<file path="src/rtl/fetch_sequencer.sv">
// Instruction-fetch controller: issues one flash read per PC value, hands the word to decode
// over valid/ready, then steps the PC or loads a captured branch target.
module fetch_sequencer #(
    parameter int                    ADDR_WIDTH  = 12,
    parameter int                    INSTR_WIDTH = 16,
    parameter logic [ADDR_WIDTH-1:0] BOOT_LIMIT  = 12'h200,
    parameter int                    TIMEOUT_CYC = 15
) (
    input  logic                   clk,
    input  logic                   arst_n,
    input  logic [ADDR_WIDTH-1:0]  pc_out,
    input  logic                   bootstrapping,
    output logic                   pc_inc,
    output logic                   pc_load,
    output logic [ADDR_WIDTH-1:0]  pc_next,
    input  logic                   flash_ready,
    output logic                   flash_req,
    output logic [ADDR_WIDTH-1:0]  flash_addr,
    input  logic                   flash_rvalid,
    input  logic [INSTR_WIDTH-1:0] flash_rdata,
    output logic                   instr_valid,
    input  logic                   instr_ready,
    output logic [INSTR_WIDTH-1:0] instr,
    output logic [ADDR_WIDTH-1:0]  instr_addr,
    output logic                   instr_boot,
    input  logic                   halt,
    input  logic                   branch_req,
    input  logic [ADDR_WIDTH-1:0]  branch_target,
    output logic                   fetch_err,
    output logic                   illegal_branch
);

    localparam int CNT_W = (TIMEOUT_CYC < 2) ? 1 : $clog2(TIMEOUT_CYC);

    typedef enum logic [2:0] {
        S_START,
        S_FETCH,
        S_WAIT,
        S_DELIVER,
        S_UPDATE
    } state_t;

    state_t                state;
    logic                  br_pend;
    logic [ADDR_WIDTH-1:0] br_tgt;
    logic [CNT_W-1:0]      cnt;

    logic                  br_take;
    logic                  br_bad;
    logic                  br_acc;
    logic                  pend_nxt;
    logic [ADDR_WIDTH-1:0] tgt_nxt;

    // A branch accepted this cycle must already steer the UPDATE we are entering.
    always_comb begin
        br_take  = 1'b0;
        br_bad   = 1'b0;
        br_acc   = 1'b0;
        pend_nxt = br_pend;
        tgt_nxt  = br_tgt;
        br_take  = branch_req && (state != S_START);
        br_bad   = br_take && !bootstrapping && (branch_target < BOOT_LIMIT);
        br_acc   = br_take && !br_bad;
        if (br_acc) begin
            pend_nxt = 1'b1;
            tgt_nxt  = branch_target;
        end
    end

    always_ff @(posedge clk or negedge arst_n) begin
        if (!arst_n) begin
            state          <= S_START;
            br_pend        <= 1'b0;
            br_tgt         <= '0;
            cnt            <= '0;
            pc_inc         <= 1'b0;
            pc_load        <= 1'b0;
            pc_next        <= '0;
            flash_req      <= 1'b0;
            flash_addr     <= '0;
            instr_valid    <= 1'b0;
            instr          <= '0;
            instr_addr     <= '0;
            instr_boot     <= 1'b0;
            fetch_err      <= 1'b0;
            illegal_branch <= 1'b0;
        end else begin
            flash_req <= 1'b0;
            if (br_bad) begin
                illegal_branch <= 1'b1;
            end
            if (br_acc) begin
                br_pend <= 1'b1;
                br_tgt  <= branch_target;
            end

            case (state)
                S_START: begin
                    state <= S_FETCH;
                end

                S_FETCH: begin
                    if (br_pend) begin
                        pc_load <= 1'b1;
                        pc_inc  <= 1'b0;
                        pc_next <= tgt_nxt;
                        state   <= S_UPDATE;
                    end else if (!halt && flash_ready) begin
                        flash_req  <= 1'b1;
                        flash_addr <= pc_out;
                        instr_boot <= bootstrapping;
                        cnt        <= '0;
                        state      <= S_WAIT;
                    end
                end

                S_WAIT: begin
                    if (flash_rvalid) begin
                        if (br_pend) begin
                            pc_load <= 1'b1;
                            pc_inc  <= 1'b0;
                            pc_next <= tgt_nxt;
                            state   <= S_UPDATE;
                        end else begin
                            instr       <= flash_rdata;
                            instr_addr  <= flash_addr;
                            instr_valid <= 1'b1;
                            state       <= S_DELIVER;
                        end
                    end else if (cnt == CNT_W'(TIMEOUT_CYC - 1)) begin
                        fetch_err <= 1'b1;
                        state     <= S_FETCH;
                    end else begin
                        cnt <= cnt + CNT_W'(1);
                    end
                end

                S_DELIVER: begin
                    if ((instr_valid && instr_ready) || br_pend) begin
                        instr_valid <= 1'b0;
                        pc_load     <= pend_nxt;
                        pc_inc      <= !pend_nxt;
                        pc_next     <= tgt_nxt;
                        state       <= S_UPDATE;
                    end
                end

                S_UPDATE: begin
                    // The PC acts on the request in the first cycle flash_ready is high.
                    if (flash_ready) begin
                        pc_inc  <= 1'b0;
                        pc_load <= 1'b0;
                        if (pc_load && !br_acc) begin
                            br_pend <= 1'b0;
                        end
                        state <= S_FETCH;
                    end else begin
                        pc_load <= pend_nxt;
                        pc_inc  <= !pend_nxt;
                        pc_next <= tgt_nxt;
                    end
                end

                default: begin
                    state <= S_START;
                end
            endcase
        end
    end

endmodule

</file>
<file path="config.mk">
export PLATFORM = sky130hd
export DESIGN_NAME = fetch_sequencer
export DESIGN_NICKNAME = d
export VERILOG_FILES = /design/src/rtl/fetch_sequencer.sv
export SDC_FILE = /design/constraint.sdc
export NUM_CORES = 1
export LEC_CHECK = 0
export ABC_AREA = 1
export BUFFER_PORTS_ARGS = -buffer_cell sky130_fd_sc_hd__buf_2
export CORE_ASPECT_RATIO = 0.8
export CORE_UTILIZATION = 30
export CTS_CLUSTER_SIZE = 25
export DETAILED_ROUTE_END_ITERATION = 6
export GPL_TIMING_DRIVEN = 0
export HOLD_SLACK_MARGIN = 0.06
export SLEW_MARGIN = 10
export SYNTH_ARGS = -nofsm -noshare
export SYNTH_HDL_FRONTEND = slang
export SYNTH_SLANG_ARGS = --single-unit
</file>
<file path="constraint.sdc">
create_clock -name clk -period 2.9 [get_ports clk]
set_input_delay 0.145 -clock clk [delete_from_list [all_inputs] [get_ports clk]]
set_output_delay 0.145 -clock clk [all_outputs]
set_load 0.005 [all_outputs]
</file>
# Word level (Yosys, flattened, before mapping)
# Cells that the tools add are included.
[word_totals] reg_bits=79
[op_classes] add_sub_neg=1 n_lt_le_gt_ge=1 n_eq_ne=16 n_mux=40 n_bitwise=2 reduce_logical=26
[op_table] op="12-bit two-way mux" n=5
[op_table] op="12-bit case mux with 4 select lines" n=1
[op_table] op="3-bit two-way mux" n=7
[op_table] op="1-bit two-way mux" n=18
[op_table] op="2-bit != test, second input constant" n=9
[op_table] op="4-bit two-way mux" n=4
[op_table] op="3-bit case mux with 5 select lines" n=1
[op_table] op="12-bit by 10-bit < comparator with 1-bit output, second input constant" n=1
[op_table] op="3-bit AND reduction" n=4
[op_table] op="4-bit AND reduction" n=3
[op_table] op="1-bit case mux with 4 select lines" n=2
[op_table] op="4-bit case mux with 2 select lines" n=1
[op_table] op="1-bit logical AND" n=7
[op_table] op="3-bit by 2-bit == test with 1-bit output, second input constant" n=2
[op_table] op="3-bit != test, second input constant" n=2
[op_table] op="1-bit logical NOT" n=5
[op_table] op="5-bit AND reduction" n=1
[op_table] op="4-bit by 1-bit adder with 4-bit output, second input constant" n=1
[op_table] op="4-bit == test, second input constant" n=1
[op_table] op="2-bit nonzero test" n=2
[op_table] op="4-bit nonzero test" n=1
[op_table] op="3-bit by 1-bit == test with 1-bit output, second input constant" n=1
[op_table] op="3-bit == test, second input constant" n=1
[op_table] op="3-bit logical NOT" n=1
[op_table] op="4 further kinds" n=5

# Depth between registers and ports, before layout
# Gate-level depths: netlist (run 1).
[logic_depth] word_depth=11 ltp_mapped=10 depth_no_buf=9

# Least setup slack after synthesis (run 1)
# Ideal clock, no wire load.
[synth_path] path_kind="register to register" from="register state[2]" to="register instr_addr[10]" arrival_time_ns=1.272 t_required_ns=2.779 slack_ns=1.508 stages_incl_launch_ff=10 path_buffers=1 synth_period_minus_slack_ns=1.392 path_cell_list="dfrtp_1 > inv_2 > nand2_2 > nor2_4 > nand2_2 > nor2_4 > inv_2 > buf_2 > nand2_1 > o21ai_1"
[synth_between] elab_chain_len=2
[synth_rtl] item="start: declaration" line="43" rtl="state_t state;"
[synth_rtl] item="start signal: assignment" line="72" rtl="state <= S_START;"
[synth_rtl] item="start signal: assignment" line="99" rtl="state <= S_FETCH;"
[synth_rtl] item="start signal: assignment" line="107" rtl="state <= S_UPDATE;"
[synth_rtl] item="3-bit by 2-bit == test with 1-bit output" line="97" rtl="case (state)"
[synth_rtl] item="3-bit AND reduction (no source line)"
[synth_rtl] item="end signal: assignment" line="126" rtl="instr_addr <= flash_addr;"
[synth_rtl] item="end: declaration" line="24" rtl="output logic [ADDR_WIDTH-1:0] instr_addr,"
# Every way passes these cells.
# A chain may end at the register's enable or synchronous reset.

# Final worst setup path (run 1)
# Ends and elaborated chain as after synthesis.

==> results of run 1 <==
what timing repair did:
action	in CTS	in global routing
gates resized for setup	0	0
hold buffers	30	0
endpoints found under the hold margin	70	0
state kept, by name (all words and copies together), names as in the netlist:
signal          flops
instr_boot          1
pc_inc              1
br_tgt             12
flash_req           1
illegal_branch      1
pc_load             1
fetch_err           1
cnt                 4
br_pend             1
pc_next            12
instr              16
instr_addr         12
state               3
flash_addr         12
instr_valid         1
cell type report:
class                   count  area share (%)
plain buffers              14           1.858
clock buffers              11           5.361
clock inverters             4          0.9554
inverters                  26           2.070
multi-input cells         271           25.90
flip-flops and latches     79           41.93
well taps                 144           3.822
repair buffers            137           18.10
cells in the mapped netlist:
cell,n,share of area [%]
xnor2_1,1,0.26
nand4_2,1,0.37
nand3_1,20,3.0
nand2_1,183,20
o21ai_1,11,1.6
dfrtp_1,79,58
o21ai_0,6,0.89
nor2_2,3,0.55
xor2_1,1,0.26
a31oi_1,1,0.19
buf_2,7,1.0
nor2_4,3,1.0
a21oi_1,1,0.15
inv_2,8,0.89
o21bai_1,2,0.44
ha_1,2,0.74
nand4_1,12,2.2
buf_6,2,0.67
inv_1,17,1.9
clkbuf_1,2,0.22
nand2_4,1,0.33
nand3_2,3,0.89
nand3b_1,1,0.22
a31o_2,1,0.26
clkinv_1,1,0.11
nand2_2,6,1.1
buf_4,3,0.67
nor2_1,12,1.3
per-stage QoR:
stage | total power, W | worst slack (ns)
global route | 0.004563 | 1.094
global placement | 0.003054 | 1.046
detailed placement | 0.003109 | 1.215
CTS | 0.004296 | 1.206
finish | 0.004228 | 1.237
floorplan | 0.002544 | 1.508
logic make-up after synthesis:
| kind of cell | count (synthesis) | synth area share (%) |
|---|---|---|
| XOR/XNOR | 2 | 0.5178 |
| AND/OR/NAND/NOR | 245 | 31.29 |
| adder cells (fa/ha/maj) | 2 | 0.7395 |
| AO/OA/AOI/OAI | 22 | 3.550 |
| buffers and inverters | 40 | 5.473 |
| flip-flops | 79 | 58.43 |
power by group:
group | switching, W | internal [W]
sequential | 0.000214 | 0.00148
clock | 0.000418 | 0.000703
combinational | 0.000818 | 0.000594
total | 0.00145 | 0.00278
layer usage:
| layer | share of wire [%] | up-vias | track usage [%] |
|---|---|---|---|
| met5 | 0 | - | 0 |
| met2 | 47 | 67 | 24.76 |
| met4 | 1.2 | 0 | 4.274 |
| met3 | 4.3 | 9 | 5.012 |
| met1 | 48 | 1414 | 20.91 |
| li1 | - | 1519 | - |
worst paths after layout:
check / startpoint / to / slack, ns / cells past startpoint
max: state[2] / instr_addr[10] / 1.24 / 9
min: branch_target[9] / br_tgt[9] / 0.09 / 3
max reg2reg: state[2] / instr_addr[10] / 1.24 / 9
min reg2reg: instr_addr[0] / instr_addr[0] / 0.46 / 2
max in group asynchronous: arst_n / flash_addr[6] / 1.95 / 3
min in group asynchronous: arst_n / pc_next[5] / 0.35 / 2
tightest hold or removal path, cell delays in order:
cell and delay [ns]:
buf_2 0.09, nand2_1 0.06, nand2_1 0.08
==> impl_results.md, run 1 <==
- Status: completed
- Drt drc: 0
- CP top delay family: simple AND/OR/NAND/NOR gates
- Worst-Skew Late Latency: 0.33 ns
- Fin. Hold Viols: 0
- Worst-path clk slew: 0.06 ns
- DP Cell Count: 641
- Clock Tree Root: clkbuf_16
- Worst hold path class: input pin to flop
- WHS: 0.08624 ns
- Required time of the critical path: 3.12 ns
- Max Buffers Root-to-Sink: 2
- H-tree depth: 3
- Initial antenna violation count: 0
- Worst Tran Pin Value: 0.5664 ns
- GP Congestion: 0.8064
- Vias: 3009
- Max-slew headroom: 62.24%
- Startpoint types: flop
- Mean post-synth cell area: 8.675 um2
- Finished Cell Area: 4715 um2
- Critical Path Sink Type: flop
- Commonest non-fill, non-tap cell in the layout: nand2_1
- Worst-path fanout max: 10
- Layout Area Growth over Synthesis: 39.35%
- Routed Antenna Nets: 0
- Yosys warnings: 0
- Vias per cell: 4.386
- Multi-input logic area: 1221 um2
- Post-DP Area: 4116 um2
- Die Area: 11710 um2
- Utilization after layout: 43.12%
- PortBufs: 106
- Dpl hpwl: 6.154 mm
- # nets final: 588
- Drt first-iter violations: 141
- Initial core utilization: 30.95%
- Sequential element share of the synthesized area: 58.43%
- PD cells: 896.9 nW/um2
- RSZ-0062 raised after global routing: no
- Layout cell share with drive strength beyond 1: 29.52%
- Routed WL: 8.434 mm
- First-pass GRT wire length: 14.38 mm
- Synth Cell Area: 3383 um2
- Largest net degree at the start of global routing: 43
- Max Clock Freq: 601.2 MHz
- CP Class: flop to flop
- Ports: 107
- Final setup fails: 0
- Register bit total from synthesis: 79
- Max-Cap Viols: 0
- Syn Inst Count: 390
- Arrival time worst endpoint: 1.88 ns
- Commonest cells after routing, fill and taps aside: nand2_1, buf_2, dfrtp_1
- Synth unique cells: 28
- TritonCTS buffer count: 9
- CP Cell Sequence: inv_2 > nand2_2 > nor2_4 > nand2_2 > nor2_4 > inv_2 > buf_2 > nand2_1 > o21ai_1
- Setup_tns: 0 ns
- Vias in the first global route: 2959
- Setup Skew: 0.004363 ns
- Max VDD drop: 0.3972 mV
- Postcts setup bufs: 0
- Final std cells w/o fill: 686
- Max incr delay on CP: 0.43 ns
- Ant diodes: 0
- Max-slew violations: 0
- Bufs and invs on worst path: 3
- Critical Path Slowest Stage Cell: dfrtp_1
- Core area: 10930 um2
- Total grt overflow: 0
- Die width: 120.7 um
- Syn nets: 440
- Crit path time final: 1.663 ns
- Global router's overall resource usage: 15.77%
- WL per Instance: 12.29 um
- Fill cell count: 1100
- Row cnt: 34
- Drt pass-1 iters: 4
- CTS tree: done
- Clk sinks: 79
- Die H: 96.99 um
- FF/Latch Area: 1977 um2
- Static leakage: 2.690 nW
- Fin crit share: 57.36%
Note: power is estimated with default switching activity, not from simulation.
==> run 2: changes to the inputs <==
clock period = 1.7 ns   (was 2.9 ns; I/O delays follow)
==> run 2 against run 1 <==
  * Core utilization rose by 1.3 points
  * Sequential power increased by 70%
  * Clock skew rose by 0.00071 ns
  * Fmax rose by 3.9%
  * Cell count up 2.0%
  * Critical path depth stayed put
  * Via count grew 2.8%
  * Register-to-register slack got worse by 1.1 ns
  * Sequential share of layout area down 1.3 points
  * Non-clock buffer count rose by 14
  * Largest power group unchanged
  * Highest routed layer unchanged
==> impl_results.md, run 2 (same netlist as run 1, synthesis figures left out) <==
- Max VDD drop: 0.6785 mV
- GP Congestion: 0.8064
- Die H: 96.99 um
- Ports: 107
- Dpl hpwl: 6.154 mm
- Layout cell share with drive strength beyond 1: 29.50%
- First-pass GRT wire length: 14.70 mm
- Worst-path clk slew: 0.06 ns
- WHS: 0.08232 ns
- Row cnt: 34
- Initial core utilization: 30.95%
- Crit path time final: 1.601 ns
- Max-Cap Viols: 0
- Ant diodes: 0
- Worst-path fanout max: 10
- Max-slew headroom: 62.40%
- # nets final: 602
- H-tree depth: 3
- CP Class: flop to flop
- Layout Area Growth over Synthesis: 43.64%
- Routed Antenna Nets: 0
- Startpoint types: flop
- Arrival time worst endpoint: 1.82 ns
- Max Clock Freq: 624.6 MHz
- Status: completed
- Vias in the first global route: 3042
- Drt drc: 0
- Critical Path Sink Type: flop
- Required time of the critical path: 1.92 ns
- PortBufs: 106
- Die Area: 11710 um2
- Drt first-iter violations: 137
- Worst Tran Pin Value: 0.5640 ns
- Worst-Skew Late Latency: 0.33 ns
- Final setup fails: 0
- TritonCTS buffer count: 9
- Initial antenna violation count: 0
- Top reg by flops: instr
- Routed WL: 8.665 mm
- Total grt overflow: 0
- Fin crit share: 94.18%
- Setup Skew: 0.005069 ns
- Vias per cell: 4.417
- Clk sinks: 79
- Max Buffers Root-to-Sink: 2
- Worst hold path class: input pin to flop
- Largest net degree at the start of global routing: 43
- PD cells: 1494 nW/um2
- Commonest cells after routing, fill and taps aside: nand2_1, buf_2, dfrtp_1
- Die width: 120.7 um
- Number of flip-flops under the largest register name: 16
- Max-slew violations: 0
- Fin. Hold Viols: 0
- Global router's overall resource usage: 16.11%
- CTS tree: done
- Drt pass-1 iters: 4
- Utilization after layout: 44.45%
- Clock Tree Root: clkbuf_16
- WL per Instance: 12.38 um
- Core area: 10930 um2
- Commonest non-fill, non-tap cell in the layout: nand2_1
- Vias: 3092
- Static leakage: 2.757 nW
- RSZ-0062 raised after global routing: yes
## run 2: cell count changes in the layout (fill, tap and decap cells not counted)
| cell | previous run | this run |
|---|---|---|
| inv_4 | 0 | 1 |
| inv_2 | 8 | 7 |
| buf_4 | 4 | 12 |
| buf_2 | 112 | 107 |
| dlygate4sd3_1 | 30 | 40 |
| clkbuf_4 | 0 | 1 |
## run 2: area by class of cell
class / count / area, um2
Inverter: 26 / 100.1
Timing Repair Buffer: 152 / 991.0
Buffer: 13 / 92.59
Multi-Input combinational cell: 271 / 1221
Tap cell: 144 / 180.2
Clock inverter: 4 / 45.04
Fill cell: 1087 / 6073
Clock buffer: 11 / 252.7
Sequential cell: 79 / 1977
## run 2: repair_timing
action | in CTS | in global routing
hold buffers | 40 | 0
setup endpoints to repair | 0 | 32
buffers inserted | 0 | 5
resized for setup | 0 | 8
hold endpoints to repair | 80 | 0
## run 2: worst paths after layout
kind,start,end,slack [ns],cells after the start
setup / recovery,state[2],instr_addr[10],0.1,9
hold / removal,branch_target[8],br_tgt[8],0.08,3
max in group asynchronous,arst_n,instr[13],0.81,3
min in group asynchronous,arst_n,pc_next[5],0.30,2
hold reg to reg,instr_addr[0],instr_addr[0],0.46,2
setup reg to reg,state[2],instr_addr[10],0.1,9
## run 2: worst max-delay path, stage by stage (launching register included)
cell     delay (ns)
dfrtp_1        0.40
inv_2          0.12
nand2_2        0.08
nor2_4         0.16
nand2_2        0.12
nor2_4         0.22
inv_4          0.08
buf_4          0.18
nand2_1        0.06
o21ai_1        0.06
## run 2: through the flow
stage | setup slack (ns) | TNS [ns] | power, W | std cells | area (um2)
global route | -0.02095 | -0.1284 | 0.007829 | 700 | 4860
detailed placement | 0.01546 | 0 | 0.005304 | 641 | 4116
global placement | -0.09401 | -6.978 | 0.005209 | 640 | 4094
CTS | 0.006399 | 0 | 0.007345 | 696 | 4815
floorplan | 0.3079 | 0 | 0.004339 | 390 | 3383
finish | 0.09899 | 0 | 0.007261 | 700 | 4860
## run 2: per-layer routing
layer | global-route usage, % | vias to the layer above | part of all wire (%)
met5 | 0 | - | 0
li1 | - | 1551 | -
met1 | 21.14 | 1450 | 47
met2 | 25.38 | 85 | 48
met3 | 5.071 | 6 | 4.6
met4 | 4.843 | 0 | 0.88
## run 2: where the power goes
part / switching (W) / total (W) / internal (W)
Clock: 0.000711 / 0.00191 / 0.00120
Combinational: 0.00142 / 0.00247 / 0.00105
Sequential: 0.000357 / 0.00288 / 0.00253
Total: 0.00249 / 0.00726 / 0.00478
==> run 3: changes to the inputs <==
PLACE_DENSITY = 0.56   (was unset)
==> run 3 against run 2 <==
  * Setup slack improved by 0.040 ns
  * Critical path type unchanged
  * Sequential share of layout area increased by 0.41 points
  * Largest power group unchanged
  * Sequential cell count unchanged
  * Non-clock buffer count unchanged
  * Core utilization decreased by 0.45 points
  * Cell area decreased by 1.0%
  * Count of clock-buffer cells in the layout decreased by 1
  * Clock power decreased by 12%
  * Global-route usage decreased by 0.33 points
  * Via count decreased by 1.2%
==> impl_results.md, run 3 (same netlist as run 1, synthesis figures left out) <==
- Final WS setup: 0.1392 ns
- Number of flip-flops under the largest register name: 16
- Critical Path Slowest Stage Cell: dfrtp_1
- Top reg by flops: instr
- PD cells: 1471 nW/um2
- Fin. Hold Viols: 0
- Drt first-iter violations: 104
- Finished Cell Area: 4811 um2
- CTS tree: done
- Static leakage: 2.726 nW
- H-tree depth: 3
- Total grt overflow: 0
- Fin crit share: 91.81%
- Setup_tns: 0 ns
- Post-place setup slack: 0.03655 ns
- # nets final: 602
- Drt pass-1 iters: 5
- Max VDD drop: 0.5418 mV
- Global router's overall resource usage: 15.78%
- Vias: 3054
- Ant diodes: 0
- CP Class: flop to flop
- Clk sinks: 79
- Largest net degree at the start of global routing: 43
- First-pass GRT wire length: 14.50 mm
- Max Clock Freq: 640.7 MHz
- CP Cell Sequence: inv_2 > nand2_2 > nor2_4 > nand2_2 > nor2_4 > inv_2 > buf_2 > nand2_1 > o21ai_1
- Arrival time worst endpoint: 1.77 ns
- Dpl hpwl: 6.031 mm
- PortBufs: 106
- Commonest cells after routing, fill and taps aside: nand2_1, buf_2, dfrtp_1
- Ports: 107
- Max Buffers Root-to-Sink: 2
- Routed WL: 8.593 mm
- GP Congestion: 0.8056
- Routed Antenna Nets: 0
- Die H: 96.99 um
- Max incr delay on CP: 0.41 ns
- Row cnt: 34
- Layout Area Growth over Synthesis: 42.20%
- Worst Tran Pin Value: 0.5158 ns
- Critical Path Sink Type: flop
- Startpoint types: flop
- Final setup fails: 0
- Layout cell share with drive strength beyond 1: 29.37%
- Tot Pwr: 0.007079 W
- Worst-path fanout max: 10
- RSZ-0062 raised after global routing: no
- Worst-path clk slew: 0.06 ns
- TritonCTS buffer count: 9
- Post-DP Area: 4124 um2
- Core area: 10930 um2
- Worst hold path class: input pin to flop
- Die width: 120.7 um
- Status: completed
- Crit path time final: 1.561 ns
- Worst-Skew Late Latency: 0.33 ns
- WL per Instance: 12.29 um
- Drt drc: 0
- Die Area: 11710 um2
- Max-slew headroom: 65.61%
- Initial core utilization: 30.95%
- Vias in the first global route: 3076
- Required time of the critical path: 1.91 ns
- Clock Tree Root: clkbuf_16
- Max-Cap Viols: 0
- Vias per cell: 4.369
- Setup Skew: 0.008422 ns
- Initial antenna violation count: 0
- Commonest non-fill, non-tap cell in the layout: nand2_1
- Max-slew violations: 0
[run 3: timing repair]
action	CTS	global route
hold endpoints to repair	75	0
hold buffers	39	0
setup buffers	0	5
resized for setup	0	1
setup endpoints to repair	0	31
[run 3: layout make-up]
type                            count  area (um2)
Sequential cell                    79        1977
Multi-Input combinational cell    271        1226
Clock inverter                      4       25.02
Buffer                             14       87.58
Inverter                           26       97.59
Tap cell                          144       180.2
Clock buffer                       10       229.0
Fill cell                        1098        6122
Timing Repair Buffer              151       988.4
[run 3: power breakdown]
part | internal [W] | switching [W] | total (W)
Clock | 0.000966 | 0.000723 | 0.00169
Sequential | 0.00253 | 0.000354 | 0.00288
Combinational | 0.00108 | 0.00143 | 0.00251
Total | 0.00457 | 0.00251 | 0.00708
[run 3: stage by stage]
stage	util [%]	cells	hold slack, ns
2_1_floorplan	-	390	-0.2106
3_3_place_gp	37.45	640	0.2771
3_5_place_dp	37.72	641	0.1030
4_1_cts	43.61	694	0.06766
5_1_grt	44.00	699	0.09563
6_report	44.00	699	0.07959
[run 3: final timing paths]
| check | startpoint | endpoint | slack, ns | cells past startpoint |
|---|---|---|---|---|
| max in group asynchronous | arst_n | instr_addr[10] | 0.85 | 3 |
| min in group asynchronous | arst_n | pc_next[2] | 0.28 | 2 |
| worst min register to register | pc_next[4] | pc_next[4] | 0.46 | 2 |
| worst max register to register | state[2] | instr_addr[10] | 0.14 | 9 |
| worst max-delay path | state[2] | instr_addr[10] | 0.14 | 9 |
| worst min-delay path | branch_target[7] | br_tgt[7] | 0.08 | 3 |
[run 3: critical path, delay by kind of cell, from the launching register on]
kind                   cells  cell delay (ns)
and+or+nand+nor            5             0.58
AOI/OAI and AO/OA          1             0.06
DFF                        1             0.41
buffers and inverters      3             0.40
[run 3: per-layer routing]
metal | part of all wire, % | global-route usage (%) | vias to the layer above
met4 | 2.3 | 6.743 | 0
met5 | 0 | 0 | -
li1 | - | - | 1547
met2 | 48 | 25.86 | 66
met1 | 46 | 20.15 | 1426
met3 | 3.8 | 3.243 | 15
